--- src/rtl/fifo_word_packer.sv ---
// Packs LANES consecutive FIFO entries into one word on a valid/ready master port.
// A flush emits the partial word with a keep mask and m_last.
module fifo_word_packer #(
  parameter int WIDTH = 8,
  parameter int LANES = 4
) (
  input  logic                   out_clk,
  input  logic                   reset,
  input  logic                   fifo_e,
  input  logic [WIDTH-1:0]       fifo_data,
  output logic                   fifo_rd,
  input  logic                   flush,
  output logic                   flush_done,
  output logic                   m_valid,
  input  logic                   m_ready,
  output logic [WIDTH*LANES-1:0] m_data,
  output logic [LANES-1:0]       m_keep,
  output logic                   m_last
);

  localparam int CW = $clog2(LANES + 1);
  localparam logic [CW:0] LANES_W = (CW + 1)'(LANES);

  // state | meaning: S_FILL collecting lanes | S_HOLD word presented downstream
  typedef enum logic {S_FILL, S_HOLD} state_t;

  state_t                 r_state;
  state_t                 w_state_nxt;
  logic [CW-1:0]          r_cnt;
  logic                   r_pend;
  logic                   r_flush_pend;
  logic [WIDTH*LANES-1:0] r_data;
  logic [LANES-1:0]       r_keep;
  logic                   r_last;

  logic [CW:0]            w_fill;
  logic                   w_word_full;
  logic                   w_service;
  logic                   w_accept;
  logic [LANES-1:0]       w_keep_part;

  assign w_fill      = {1'b0, r_cnt} + {{CW{1'b0}}, r_pend};
  assign w_word_full = (r_state == S_FILL) && r_pend && (w_fill == LANES_W);
  // a pending flush is only serviced once no popped byte is still in flight
  assign w_service   = (r_state == S_FILL) && r_flush_pend && !r_pend;
  assign w_accept    = (r_state == S_HOLD) && m_ready;

  always_comb begin
    w_keep_part = '0;
    for (int k = 0; k < LANES; k++) w_keep_part[k] = (CW'(k) < r_cnt);
  end

  always_ff @(posedge out_clk or negedge reset) begin
    if (!reset) r_state <= S_FILL;
    else        r_state <= w_state_nxt;
  end

  always_comb begin
    w_state_nxt = r_state;
    case (r_state)
      S_FILL: if (w_word_full || (w_service && (r_cnt != '0))) w_state_nxt = S_HOLD;
      S_HOLD: if (m_ready) w_state_nxt = S_FILL;
      default: w_state_nxt = S_FILL;
    endcase
  end

  always_comb begin
    fifo_rd    = reset && (r_state == S_FILL) && !fifo_e && !r_flush_pend && (w_fill < LANES_W);
    flush_done = (w_accept && r_last) || (w_service && (r_cnt == '0));
    m_valid    = (r_state == S_HOLD);
    m_data     = r_data;
    m_keep     = r_keep;
    m_last     = r_last;
  end

  always_ff @(posedge out_clk or negedge reset) begin
    if (!reset) begin
      r_cnt        <= '0;
      r_pend       <= 1'b0;
      r_flush_pend <= 1'b0;
      r_data       <= '0;
      r_keep       <= '0;
      r_last       <= 1'b0;
    end else begin
      r_pend <= fifo_rd;
      // pulses arriving while a flush is being serviced merge into it
      if (w_service || w_word_full) r_flush_pend <= 1'b0;
      else if (flush)               r_flush_pend <= 1'b1;

      if ((r_state == S_FILL) && r_pend) begin
        for (int k = 0; k < LANES; k++)
          if (r_cnt == CW'(k)) r_data[k*WIDTH +: WIDTH] <= fifo_data;
        r_cnt <= r_cnt + CW'(1);
      end

      if (w_word_full) begin
        r_keep <= '1;
        r_last <= r_flush_pend || flush;
      end else if (w_service && (r_cnt != '0)) begin
        r_keep <= w_keep_part;
        r_last <= 1'b1;
      end

      if (w_accept) begin
        r_cnt  <= '0;
        r_data <= '0;
        r_keep <= '0;
        r_last <= 1'b0;
      end
    end
  end

endmodule

--- config.mk ---
export PLATFORM = sky130hd
export DESIGN_NAME = fifo_word_packer
export DESIGN_NICKNAME = d
export VERILOG_FILES = /design/src/rtl/fifo_word_packer.sv
export SDC_FILE = /design/constraint.sdc
export NUM_CORES = 1
export LEC_CHECK = 0
export ABC_AREA = 0
export CAP_MARGIN = 20
export CORE_ASPECT_RATIO = 1.25
export CORE_MARGIN = 2
export CORE_UTILIZATION = 42
export CTS_CLUSTER_DIAMETER = 200
export CTS_CLUSTER_SIZE = 40
export DETAILED_ROUTE_END_ITERATION = 10
export PLACE_DENSITY_LB_ADDON = 0.05
export RECOVER_POWER = 50
export SETUP_SLACK_MARGIN = 0.02
export SYNTH_ARGS = -nofsm -noshare
export SYNTH_HDL_FRONTEND = slang
export SYNTH_SLANG_ARGS = --single-unit
--- constraint.sdc ---
create_clock -name out_clk -period 1.97 [get_ports out_clk]
set_input_delay 0.197 -clock out_clk [delete_from_list [all_inputs] [get_ports out_clk]]
set_output_delay 0.197 -clock out_clk [all_outputs]
set_load 0.005 [all_outputs]
==> results.yml, run 1 <==
outcome:
  outcome: "finished, final reports clean"
run:
  max_cap_viol_count: 0
clock_network:
  clk_pin_slew_worst_paths_ps: 80
  cts_tree: "done"
  clkLatencyLatePin_ps: 290
  htree_levels: 2
  cts_sinks: 43
  clockBufferDepth: 2
  cts_root_buf: "clkbuf_8"
  cts_made_buffers: 5
global_route:
  antenna_found_initial: 0
  grt_pass1_vias: 1536
  grtUsageTotal_pct: 19.3
  grt_max_degree: 44
  grt_pass1_wl_um: 7630
  grt-ovfl-total: 0
drt:
  vias: 1596
  routed_wl_um: 4710
  routedWlPerCell_um: 14.9
  post-route-drc-count: 0
  detail_route.vias_per_cell: 5.03
  drtPass1Iterations: 4
  initialDrtViolationCount: 81
  ant_nets: 0
synth:
  synth_edf_count: 0
  synth_seq_cells: 43
  yosys_most_used_dff: "dfrtp_1"
  synth_common_cells: "43 x dfrtp_1, 43 x nand2_1, 25 x a21oi_1, 22 x nor2_1, 19 x mux2i_1"
  synth.top_cell.area_share_pct: 54.3
  syn_inst: 195
  yosysUniqueCellTypes: 33
  yosys-top-cells-area: "dfrtp_1 54%, mux2i_1 9.6%, nand2_1 8.1%"
  yosys_warnings: 0
  yosys.area.top_type: "dfrtp_1"
  synth_seq_area_share_pct: 54.3
  syn_nets: 213
  syn_area_um2: 1980
  async_flop_share_pct: 100
  syn_avg_cell_area_um2: 10.2
min_path:
  hp-class: "input pin to asynchronous set/reset pin"
power:
  power_density_nw_per_um2: 1130
  power_frac_comb_pct: 35.4
  swShare_pct: 30.4
  intPower_mw: 2.18
  seq_power_share_pct: 39.2
  p_leak_nw: 1.31
  switchingPower_uw: 950
  ir_drop_v: 0.000600
  pwr-share-clk_pct: 25.5
placed_design:
  dp.cells: 307
  dp_hpwl_um: 3330
  globalplace.congestion: 0.849
  port_buffers: 52
timing:
  slew_violations: 0
  skew_ps: 8.69
  tightest_slew_ps: 1080
  period_minus_slack_ps: 1880
  setup_viol: 0
  hold_slack_ps: 324
  slew_headroom_pct: 27.7
  finalCritPeriodShare_pct: 95.4
  hold_viol_final: 0
  fmax_ghz: 0.532
setup_path:
  arrival_ps: 2060
  worstSetupStartpointType: "flip-flop"
  critical_path_class: "flip-flop to flip-flop"
  cp-end-kind: "flip-flop"
  cp.required_ps: 2150
  worstPathMaxFanout: 7
final_layout:
  seqCellArea_um2: 1080
  fin_cells: 317
  nFillCells: 416
  syn_to_final_growth_pct: 39.5
  multiInputGateArea_um2: 865
  finalNetCount: 276
  n_antenna_cell: 0
  layout-drive-gt1-share_pct: 11.2
floorplan:
  die_w_um: 65.4
  die_y_um: 80.8
  ios: 53
  core_area_um2: 4460
  start_util_pct: 44.4
  rows: 27
  dieArea_um2: 5280
metrics by stage:
stage | TNS [ps] | instance area (um^2) | setup slack, ps | total power, mW | utilization, %
floorplan | 0 | 1980 | 132 | 1.77 | -
global placement | 0 | 2590 | 100 | 2.36 | 58.1
detailed placement | 0 | 2590 | 56.5 | 2.37 | 58.1
CTS | -72.6 | 2750 | -72.6 | 3.18 | 61.6
global route | -7.28 | 2760 | -7.28 | 3.36 | 62.0
finish | 0 | 2760 | 91.0 | 3.13 | 62.0
cells in the final DEF, fill, tap and decap left out, types with 2 or more instances in the layout:
cell / count
bufinv_16: 2
buf_4: 11
nand2_1: 43
nor3b_1: 2
nor2b_1: 2
clkbuf_1: 4
dlygate4sd3_1: 16
ha_4: 2
clkbuf_8: 5
o22ai_1: 3
and2_1: 2
a21oi_1: 24
nand3_1: 2
nor2_1: 22
mux2i_1: 19
ha_1: 2
clkdlybuf4s50_1: 33
dfrtp_1: 43
repair_timing:
item                                    in CTS  in global routing
resized for setup                            5                  4
setup buffers                                0                  2
pin swaps                                    0                  2
hold endpoints to repair                     0                  0
hold buffers                                 0                  0
endpoints found under the setup margin       2                  2
cells by family (layout without fill, tap and decap cells):
| group | Yosys count | count (layout) | synth area share, % |
|---|---|---|---|
| xor+xnor | 2 | 2 | 0.885 |
| buf+inv | 12 | 76 | 3.92 |
| flops | 43 | 43 | 54.3 |
| fa+ha+maj | 5 | 5 | 3.16 |
| simple gates | 83 | 83 | 19.8 |
| mux | 19 | 19 | 9.60 |
| compound gates | 31 | 31 | 8.28 |
power by group through the flow:
stage / Clock, mW / Sequential [mW] / Combinational [mW]
floorplan: 0 / 1.23 / 0.542
global placement: 0 / 1.24 / 1.13
detailed placement: 0 / 1.24 / 1.14
CTS: 0.816 / 1.23 / 1.14
global route: 0.865 / 1.26 / 1.24
finish: 0.797 / 1.23 / 1.11
path summary, 6_finish.rpt:
kind	startpoint	endpoint	slack (ps)	cells past startpoint
hold / removal	reset	m_data[23]	320	2
min in group out_clk	reset	r_pend	470	4
max in group asynchronous	reset	m_data[2]	990	2
setup / recovery	r_pend	r_flush_pend	90	6
setup reg to reg	r_pend	r_flush_pend	90	6
hold reg to reg	m_data[31]	m_data[31]	520	2
area by class of cell:
type / count / share of cell area (%)
clock buffer: 6 / 2.63
clock inverter: 2 / 2.17
inverter: 2 / 0.272
multi-input combinational: 140 / 31.3
sequential: 43 / 38.9
tap: 58 / 2.63
timing repair buffer: 66 / 22.1
worst max-delay path, stage by stage, from the launching register on:
cell and delay (ps):
dfrtp_1 430, ha_4 190, ha_4 160, a21oi_1 130, mux2i_1 90, or4_1 560
and2_1 200
registers in the layout, indices dropped and copies added, names as in the netlist:
signal        count
r_flush_pend      1
m_keep            4
r_cnt             3
m_data           32
r_pend            1
m_valid           1
m_last            1
per-layer routing:
layer	share of wire (%)	track usage (%)	vias up
met3	3.7	4.71	9
met1	44	25.1	763
met4	1.9	6.67	0
met5	0	0	-
met2	50	31.6	41
li1	-	-	783
Power figures use the tool's default switching activity.
==> run 2: changes to the inputs <==
--- a/config.mk
+++ b/config.mk
@@ -9,7 +9,7 @@
 export CAP_MARGIN = 20
 export CORE_ASPECT_RATIO = 1.25
 export CORE_MARGIN = 2
-export CORE_UTILIZATION = 42
+export CORE_UTILIZATION = 43
 export CTS_CLUSTER_DIAMETER = 200
 export CTS_CLUSTER_SIZE = 40
 export DETAILED_ROUTE_END_ITERATION = 10
==> results.yml, run 2 (synthesis gave the netlist of run 1 again) <==
timing:
  fmax_ghz: 0.543
  tightest_slew_ps: 1040
  period_minus_slack_ps: 1840
  slew_violations: 0
  slew_headroom_pct: 31.0
  hold_slack_ps: 273
  skew_ps: 7.19
  setup_viol: 0
  worst_slack_ps: 127
  final.setup.tns_ps: 0
  rsz0062_at_grt: "false"
  finalCritPeriodShare_pct: 93.5
  hold_viol_final: 0
setup_path:
  critical_path_class: "flip-flop to flip-flop"
  cp-end-kind: "flip-flop"
  setup.worst_path.start: "r_pend"
  arrival_ps: 2020
  worstPathCellList: "ha_4 > ha_4 > a21oi_1 > mux2i_1 > or4_1 > and2_1"
  r2r_slack_ps: 130
  critPathMaxStageDelay_ps: 560
  worst_r2r_path_depth: 6
  regToRegStartpoint: "r_pend"
  cp.required_ps: 2150
  crit_top_cell: "ha_4"
  slowest_stage: "or4_1"
  worstSetupStartpointType: "flip-flop"
  regToRegEndpoint: "r_flush_pend"
  worstPathMaxFanout: 7
floorplan:
  ios: 53
  die_y_um: 79.9
  core_area_um2: 4430
  dieArea_um2: 5170
  rows: 27
  die_w_um: 64.7
  start_util_pct: 44.8
drt:
  initialDrtViolationCount: 86
  ant_nets: 0
  routedWlPerCell_um: 14.9
  post-route-drc-count: 0
  routed_wl_um: 4680
  vias: 1632
  drtPass1Iterations: 4
  detail_route.vias_per_cell: 5.18
power:
  p_leak_nw: 1.30
  ir_drop_v: 0.000852
  power_density_nw_per_um2: 1130
  total_power_mw: 3.11
min_path:
  hp-class: "input pin to asynchronous set/reset pin"
global_route:
  grtUsageTotal_pct: 20.6
  antenna_found_initial: 0
  grt_pass1_wl_um: 8080
  grt-ovfl-total: 0
  grt_max_degree: 44
  grt_pass1_vias: 1663
final_layout:
  syn_to_final_growth_pct: 38.9
  nFillCells: 385
  finalNetCount: 274
  n_antenna_cell: 0
  layout-drive-gt1-share_pct: 10.9
  layout_common_cells: "43 x nand2_1, 43 x dfrtp_1, 33 x clkdlybuf4s50_1, 24 x a21oi_1, 22 x nor2_1"
  largest_reg_flops: 32
outcome:
  outcome: "finished, final reports clean"
placed_design:
  dp_hpwl_um: 3500
  place_ws_ps: 49.0
  port_buffers: 52
  globalplace.congestion: 0.841
run:
  max_cap_viol_count: 0
clock_network:
  cts_tree: "done"
  htree_levels: 2
  cts_made_buffers: 5
  holdBufCountCts: 0
  clkLatencyLatePin_ps: 290
  cts_root_buf: "clkbuf_8"
  clk_pin_slew_worst_paths_ps: 80
  cts_sinks: 43
  clockBufferDepth: 2
run 2: area by class of cell:
type	count	area [um^2]	area share (%)
Multi-Input combinational cell	140	858	31.2
Sequential cell	43	1080	39.1
Clock buffer	6	72.6	2.64
Inverter	2	7.51	0.273
Timing Repair Buffer	64	603	21.9
Tap cell	58	72.6	2.64
Clock inverter	2	60.1	2.18
run 2: per-stage QoR:
stage	utilization, %	cell area [um^2]	instances
after floorplan	-	1980	195
after global placement	58.3	2580	306
after detailed placement	58.3	2580	306
after CTS	61.9	2740	314
after global routing	62.1	2750	315
final	62.1	2750	315
run 2: critical path, delay by kind of cell, from the launching register on:
| kind | cells | cell delay, ps |
|---|---|---|
| fa+ha+maj | 2 | 350 |
| mux | 1 | 80 |
| compound gates | 1 | 110 |
| simple gates | 2 | 760 |
| flops | 1 | 430 |
run 2: worst max-delay path by stage:
stage               slack [ps]           end  cells after the start
floorplan                  130  r_flush_pend                      7
CTS                       -110       fifo_rd                      6
global placement           100  r_flush_pend                      6
global route                30  r_flush_pend                      6
finish                     130  r_flush_pend                      6
detailed placement          50     m_keep[0]                      6
run 2: power by group:
| part | total (mW) | internal [mW] | switching (mW) |
|---|---|---|---|
| Combinational | 1.10 | 0.588 | 0.516 |
| Clock | 0.791 | 0.506 | 0.285 |
| Sequential | 1.22 | 1.08 | 0.137 |
run 2: what timing repair did:
action	4_1_cts	5_1_grt
gates cloned	0	0
endpoints found under the setup margin	2	2
resized for setup	7	2
pin swaps	0	1
buffers inserted	0	1
run 2: metal layers:
metal | vias to the layer above | global-route usage [%] | wire (um)
met5 | - | 0 | 0
met4 | 0 | 5.11 | 51
met3 | 5 | 4.65 | 252
met2 | 65 | 36.3 | 2470
met1 | 783 | 25.3 | 1910
li1 | 779 | - | -
